**config.mk**
```make
export PLATFORM = sky130hd
export DESIGN_NAME = raster_cmd_sched
export DESIGN_NICKNAME = d
export VERILOG_FILES = /design/src/rtl/raster_cmd_sched.sv
export SDC_FILE = /design/constraint.sdc
export NUM_CORES = 1
export LEC_CHECK = 0
export ABC_AREA = 1
export ABC_CLOCK_PERIOD_IN_PS = 8000
export CORE_MARGIN = 2
export CORE_UTILIZATION = 57
export DETAILED_ROUTE_END_ITERATION = 8
export DONT_BUFFER_PORTS = 1
export PLACE_DENSITY_LB_ADDON = 0.15
export SETUP_SLACK_MARGIN = 0.02
export SLEW_MARGIN = 10
export SYNTH_ARGS = -nofsm -noshare
export SYNTH_HDL_FRONTEND = slang
export SYNTH_SLANG_ARGS = --single-unit
```
**constraint.sdc**
```tcl
create_clock -name clk -period 8 [get_ports clk]
set_input_delay 1.6 -clock clk [delete_from_list [all_inputs] [get_ports clk]]
set_output_delay 1.6 -clock clk [all_outputs]
set_load 0.1 [all_outputs]
```
**src/rtl/raster_cmd_sched.sv**
```systemverilog
// Raster command scheduler: in-order TRI/CLEAR/STATE/FENCE queue feeding the rasterizer.
// Define RASTER_CMD_SCHED_STATS_EN to build the tri_count/clear_count statistics.
package raster_cmd_pkg;
  typedef struct packed {
    logic [15:0] x;
    logic [15:0] y;
    logic [15:0] z;
  } vertex_t;

  typedef enum logic [2:0] {
    DF_NEVER, DF_LESS, DF_EQUAL, DF_LEQUAL,
    DF_GREATER, DF_NOTEQUAL, DF_GEQUAL, DF_ALWAYS
  } depth_func_t;

  localparam logic [1:0] OP_TRI   = 2'd0;
  localparam logic [1:0] OP_CLEAR = 2'd1;
  localparam logic [1:0] OP_STATE = 2'd2;
  localparam logic [1:0] OP_FENCE = 2'd3;

  typedef struct packed {
    logic [1:0]  op;
    vertex_t     v0;
    vertex_t     v1;
    vertex_t     v2;
    logic [4:0]  st;
    depth_func_t fn;
    logic [15:0] cv;
  } cmd_t;
endpackage

module raster_cmd_sched
  import raster_cmd_pkg::*;
#(
  parameter int FIFO_DEPTH   = 4,
  parameter int DRAIN_CYCLES = 16
) (
  input  logic        clk,
  input  logic        rst_n,
  input  logic        cmd_valid,
  output logic        cmd_ready,
  input  logic [1:0]  cmd_op,
  input  vertex_t     cmd_v0,
  input  vertex_t     cmd_v1,
  input  vertex_t     cmd_v2,
  input  logic [4:0]  cmd_state,
  input  depth_func_t cmd_depth_func,
  input  logic [15:0] cmd_clear_value,
  output vertex_t     rast_v0,
  output vertex_t     rast_v1,
  output vertex_t     rast_v2,
  output logic        rast_tri_valid,
  input  logic        rast_tri_ready,
  input  logic        rast_busy,
  output logic        depth_clear,
  output logic [15:0] depth_clear_value,
  input  logic        depth_clearing,
  output logic        tex_enable,
  output logic        modulate_enable,
  output logic        tex_filter_bilinear,
  output logic        depth_test_enable,
  output logic        depth_write_enable,
  output depth_func_t depth_func,
  output logic        fence_done,
  output logic        idle,
  output logic [31:0] tri_count,
  output logic [15:0] clear_count
);
  localparam int AW = $clog2(FIFO_DEPTH);
  localparam int CW = $clog2(DRAIN_CYCLES + 1);

  typedef enum logic [2:0] {
    S_IDLE, S_TRI, S_DRAIN, S_APPLY,
    S_CLEAR_REQ, S_CLEAR_WAIT, S_FENCE
  } state_t;

  state_t      state_q, state_d;
  logic [CW-1:0] cnt_q, cnt_d;
  cmd_t        mem_q [FIFO_DEPTH];
  logic [AW:0] wr_q, rd_q;
  cmd_t        in_cmd, head;
  logic        full, empty, push, pop;
  logic        is_clear, is_fence;
  logic [4:0]  cfg_q;
  depth_func_t fn_q;
  logic [15:0] cv_q;

  assign empty = (wr_q == rd_q);
  assign full = (wr_q[AW] != rd_q[AW]) &&
                (wr_q[AW-1:0] == rd_q[AW-1:0]);
  assign cmd_ready = !full;
  assign push = cmd_valid && !full;
  assign in_cmd = {cmd_op, cmd_v0, cmd_v1, cmd_v2,
                   cmd_state, cmd_depth_func, cmd_clear_value};
  assign head = mem_q[rd_q[AW-1:0]];
  assign is_clear = (head.op == OP_CLEAR);
  assign is_fence = (head.op == OP_FENCE);

  always_ff @(posedge clk) begin
    if (push) mem_q[wr_q[AW-1:0]] <= in_cmd;
  end

  always_ff @(posedge clk or negedge rst_n) begin
    if (!rst_n) begin
      wr_q    <= '0;
      rd_q    <= '0;
      state_q <= S_IDLE;
      cnt_q   <= '0;
    end else begin
      if (push) wr_q <= wr_q + 1'b1;
      if (pop)  rd_q <= rd_q + 1'b1;
      state_q <= state_d;
      cnt_q   <= cnt_d;
    end
  end

  // cnt_q counts idle cycles in DRAIN and marks the settle cycle in CLEAR_WAIT
  always_comb begin
    state_d        = state_q;
    cnt_d          = '0;
    pop            = 1'b0;
    rast_tri_valid = 1'b0;
    depth_clear    = 1'b0;
    fence_done     = 1'b0;
    unique case (state_q)
      S_IDLE: begin
        if (!empty) state_d = (head.op == OP_TRI) ? S_TRI : S_DRAIN;
      end
      S_TRI: begin
        rast_tri_valid = 1'b1;
        if (rast_tri_ready) begin
          pop     = 1'b1;
          state_d = S_IDLE;
        end
      end
      S_DRAIN: begin
        cnt_d = rast_busy ? '0 : cnt_q + 1'b1;
        if (cnt_d == CW'(DRAIN_CYCLES)) begin
          unique case (1'b1)
            is_clear: state_d = S_CLEAR_REQ;
            is_fence: state_d = S_FENCE;
            default:  state_d = S_APPLY;
          endcase
        end
      end
      S_APPLY: begin
        pop     = 1'b1;
        state_d = S_IDLE;
      end
      S_CLEAR_REQ: begin
        depth_clear = 1'b1;
        state_d     = S_CLEAR_WAIT;
      end
      S_CLEAR_WAIT: begin
        cnt_d = CW'(1);
        if (cnt_q != '0 && !depth_clearing) begin
          pop     = 1'b1;
          state_d = S_IDLE;
        end
      end
      S_FENCE: begin
        fence_done = 1'b1;
        pop        = 1'b1;
        state_d    = S_IDLE;
      end
      default: state_d = S_IDLE;
    endcase
  end

  always_ff @(posedge clk or negedge rst_n) begin
    if (!rst_n) begin
      cfg_q <= '0;
      fn_q  <= DF_NEVER;
      cv_q  <= '0;
    end else begin
      if (state_q == S_APPLY) begin
        cfg_q <= head.st;
        fn_q  <= head.fn;
      end
      if (state_q == S_DRAIN && state_d == S_CLEAR_REQ) cv_q <= head.cv;
    end
  end

  assign rast_v0             = head.v0;
  assign rast_v1             = head.v1;
  assign rast_v2             = head.v2;
  assign tex_enable          = cfg_q[0];
  assign modulate_enable     = cfg_q[1];
  assign tex_filter_bilinear = cfg_q[2];
  assign depth_test_enable   = cfg_q[3];
  assign depth_write_enable  = cfg_q[4];
  assign depth_func          = fn_q;
  assign depth_clear_value   = cv_q;
  assign idle                = empty && (state_q == S_IDLE);

`ifdef RASTER_CMD_SCHED_STATS_EN
  logic [31:0] tri_cnt_q;
  logic [15:0] clr_cnt_q;

  always_ff @(posedge clk or negedge rst_n) begin
    if (!rst_n) begin
      tri_cnt_q <= '0;
      clr_cnt_q <= '0;
    end else begin
      if (state_q == S_TRI && rast_tri_ready) tri_cnt_q <= tri_cnt_q + 32'd1;
      if (state_q == S_CLEAR_WAIT && pop) clr_cnt_q <= clr_cnt_q + 16'd1;
    end
  end

  assign tri_count   = tri_cnt_q;
  assign clear_count = clr_cnt_q;
`else
  assign tri_count   = '0;
  assign clear_count = '0;
`endif
endmodule
```
==> run_results.csv <==
group,metric,value,unit
global_routing,grt.met3_usage,8.851,%
timing,skew,0.01553,ns
worst_setup_path,worstPathArrival,4.09,ns
detailed_routing,routedWlPerCell,22.41,um
global_routing,globalRoute.totalOverflow,0,
detailed_routing,detailedRoute.firstPassIterationCount,5,
worst_setup_path,worst-r2r-setup-slack,3.74,ns
cts,postCtsSetupRepairBufs,0,
floorplanning,floorplan.initialDensity,57.75,%
global_routing,grt_pass1_vias,15390,
worst_setup_path,crit_path_end_kind,"primary output",
cts,cts_tree,"built",
detailed_routing,drt_drc_violations_left,0,
logic_synthesis,syn_area_per_cell,13.70,um2
final_layout,most_common_library_cell_in_the_layout_ignoring_fill_and_taps,"sky130_fd_sc_hd__edfxtp_1",
detailed_routing,drt-total-wl,59.10,mm
worst_hold_path,timing.hold.worst_endpoint,"wr_q[2]",
final_layout,multi_input_area,5995,um2
global_routing,track_usage,22.90,%
status,run_status,"completed",
logic_synthesis,synth-seq-area-share,75.59,%
final_layout,synthToLayoutAreaGrowth,9.675,%
global_routing,met1_usage,28.03,%
floorplanning,dieHeight,226.7,um
timing,grt_setup_unrepaired,"false",
detailed_routing,initial_drt_markers,956,
logic_synthesis,ys_warn_count,0,
detailed_routing,vias,15240,
detailed_routing,avgViaCountPerCell,5.780,
cts,cts-htree-levels,3,
logic_synthesis,yosys_register_bits,718,
logic_synthesis,synthesis.instances,2064,
cts,cts_repair_resize_count,0,
floorplanning,placementRows,81,
timing,fin_crit,5.690,ns
worst_setup_path,timing.setup.critical_path_class,"flop to primary output",
placed_design,place.port_buffers,0,
timing,timing.fmax,175.7,MHz
timing,setup_viol,0,
cts,cts.hold.buffers_added,0,
worst_setup_path,critPathMaxFanout,176,
global_routing,top_usage_layer,"met2",
global_routing,grt_max_degree,177,
cts,cts-root-buf,"sky130_fd_sc_hd__clkbuf_16",
worst_setup_path,reg2reg_depth,8,
timing,post-route-period-util,71.12,%
cts,clock_tree.buffer_depth,3,
final_layout,area.sequential,21380,um2
logic_synthesis,syn-cell-area,28270,um2
timing,slew_headroom,19.35,%
global_routing,grt_pass1_wl,88.53,mm
final_layout,mostFrequentLayoutCells,"680 x sky130_fd_sc_hd__edfxtp_1, 377 x sky130_fd_sc_hd__nor2_1, 340 x sky130_fd_sc_hd__o21ai_0",
worst_setup_path,r2r_start,"rd_q[1]",
worst_hold_path,min_path_cells,1,
timing,slew_viol_final,0,
placed_design,hpwl,32.76,mm
final_layout,fillers,3543,
worst_setup_path,worst_r2r_end,"mem_q[0][114]",
final_layout,layout.nets,2107,
worst_hold_path,min_from,"wr_q[2]",
placed_design,place_congestion,0.7898,
floorplanning,die_width,226.7,um
floorplanning,pin_count,397,
cts,clkSinkCount,718,
worst_setup_path,cp.required,6.40,ns
cts,worst_skew_pair.late_latency,0.60,ns
final_layout,antenna_cells_inserted,0,
detailed_routing,ant_nets,0,
logic_synthesis,ys_types,36,
cts,clkTransAtPathRegs,0.06,ns
cts,numCtsBuffers,72,
floorplanning,core_area,48950,um2
placed_design,dpl.cell_count,2514,
job,max_cap_violations,0,
final_layout,instances_no_fill,2637,
worst_setup_path,worst_setup_path_start_kind,"flop",
floorplanning,floorplan.die_area,51400,um2
global_routing,grt_antenna_before_repair,0,
worst_hold_path,timing.hold.worst.class,"flop to flop",
global_routing,gr-usage-met2,37.39,%
timing,worst-slew-pin-transition,1.213,ns
final_layout,final_layout_size_suffix_gt1_share,15.81,%
timing,finalHoldViolations,0,
## state kept, by name, summed over array words and instances, names as in the netlist
name / count
mem_q: 680
depth_clear_value: 16
state_q: 3
depth_func: 3
cfg_q: 5
wr_q: 3
rd_q: 3
cnt_q: 5
## worst max-delay path by stage
stage / depth (start not counted) / startpoint / slack [ns] / endpoint
5_1_grt: 4 / rd_q[0] / 2.05 / rast_v1[17]
3_3_place_gp: 4 / rd_q[0] / 3.02 / rast_v0[19]
3_5_place_dp: 4 / rd_q[0] / 2.94 / rast_v0[19]
2_1_floorplan: 5 / rd_q[0] / -1.67 / mem_q[0][0]
6_report: 4 / rd_q[0] / 2.31 / rast_v0[14]
4_1_cts: 4 / rd_q[0] / 2.30 / rast_v0[19]
## cell usage after synthesis, drive strengths merged
library cell / instances / area [um2]
buf: 220 / 1592
a31o: 1 / 8.760
edfxtp: 680 / 20420
o22ai: 160 / 1001
nor3: 4 / 20.02
dfrtp: 38 / 950.9
clkbuf: 88 / 330.3
nand3: 8 / 50.05
nand4: 5 / 46.29
nand2: 62 / 250.2
a31oi: 9 / 56.30
nand3b: 1 / 7.510
a21oi: 2 / 10.01
nor2: 386 / 1478
ha: 7 / 87.58
xor2: 3 / 26.28
o21ai: 356 / 1782
inv: 27 / 103.9
or2: 2 / 12.52
conb: 1 / 3.750
xnor2: 4 / 35.03
## worst max-delay path, cell delays in order (launching register included)
cell,delay (ns)
sky130_fd_sc_hd__dfrtp_4,0.78
sky130_fd_sc_hd__inv_8,0.71
sky130_fd_sc_hd__buf_12,0.51
sky130_fd_sc_hd__o21ai_0,0.22
sky130_fd_sc_hd__o22ai_2,0.94
## cell families (layout without fill, tap and decap cells)
family                     Yosys count  in the layout  synth area share [%]
AOI/OAI and AO/OA                  528            528                 10.11
xor gates and xnor gates             7              7                0.2169
DFF                                718            718                 75.59
adders and majority gates            7              7                0.3098
other                                1             48               0.01326
and+or+nand+nor                    468            468                 6.594
buffers and inverters              335            197                 7.165
## routing by layer
layer | wire (um) | up-vias
li1 | - | 7015
met1 | 23170 | 7699
met2 | 28930 | 434
met3 | 5394 | 94
met4 | 1614 | 0
met5 | 0 | -
## final cells by class
class                   instances  area share, %
multi-input cells            1058          19.33
clock inverters                28         0.7627
inverters                      27         0.3591
clock buffers                  95          6.424
well taps                     664          2.679
flip-flops and latches        718          68.95
repair buffers                 47          1.493
## per-stage QoR
step	cell area [um2]	hold slack, ns	utilization (%)	worst slack [ns]	setup TNS, ns
finish	31010	0.4879	63.34	2.310	0
detailed placement	28780	0.4816	58.79	2.938	0
CTS	31010	0.4894	63.34	2.298	0
global placement	28780	0.4746	58.79	3.018	0
floorplan	28450	0.4619	-	-1.668	-850.50
global route	31010	0.5120	63.34	2.051	0
Power is left out: the tool's default activity adds up to more than one toggle a clock period on the data nets, which glitch-free logic cannot reach.
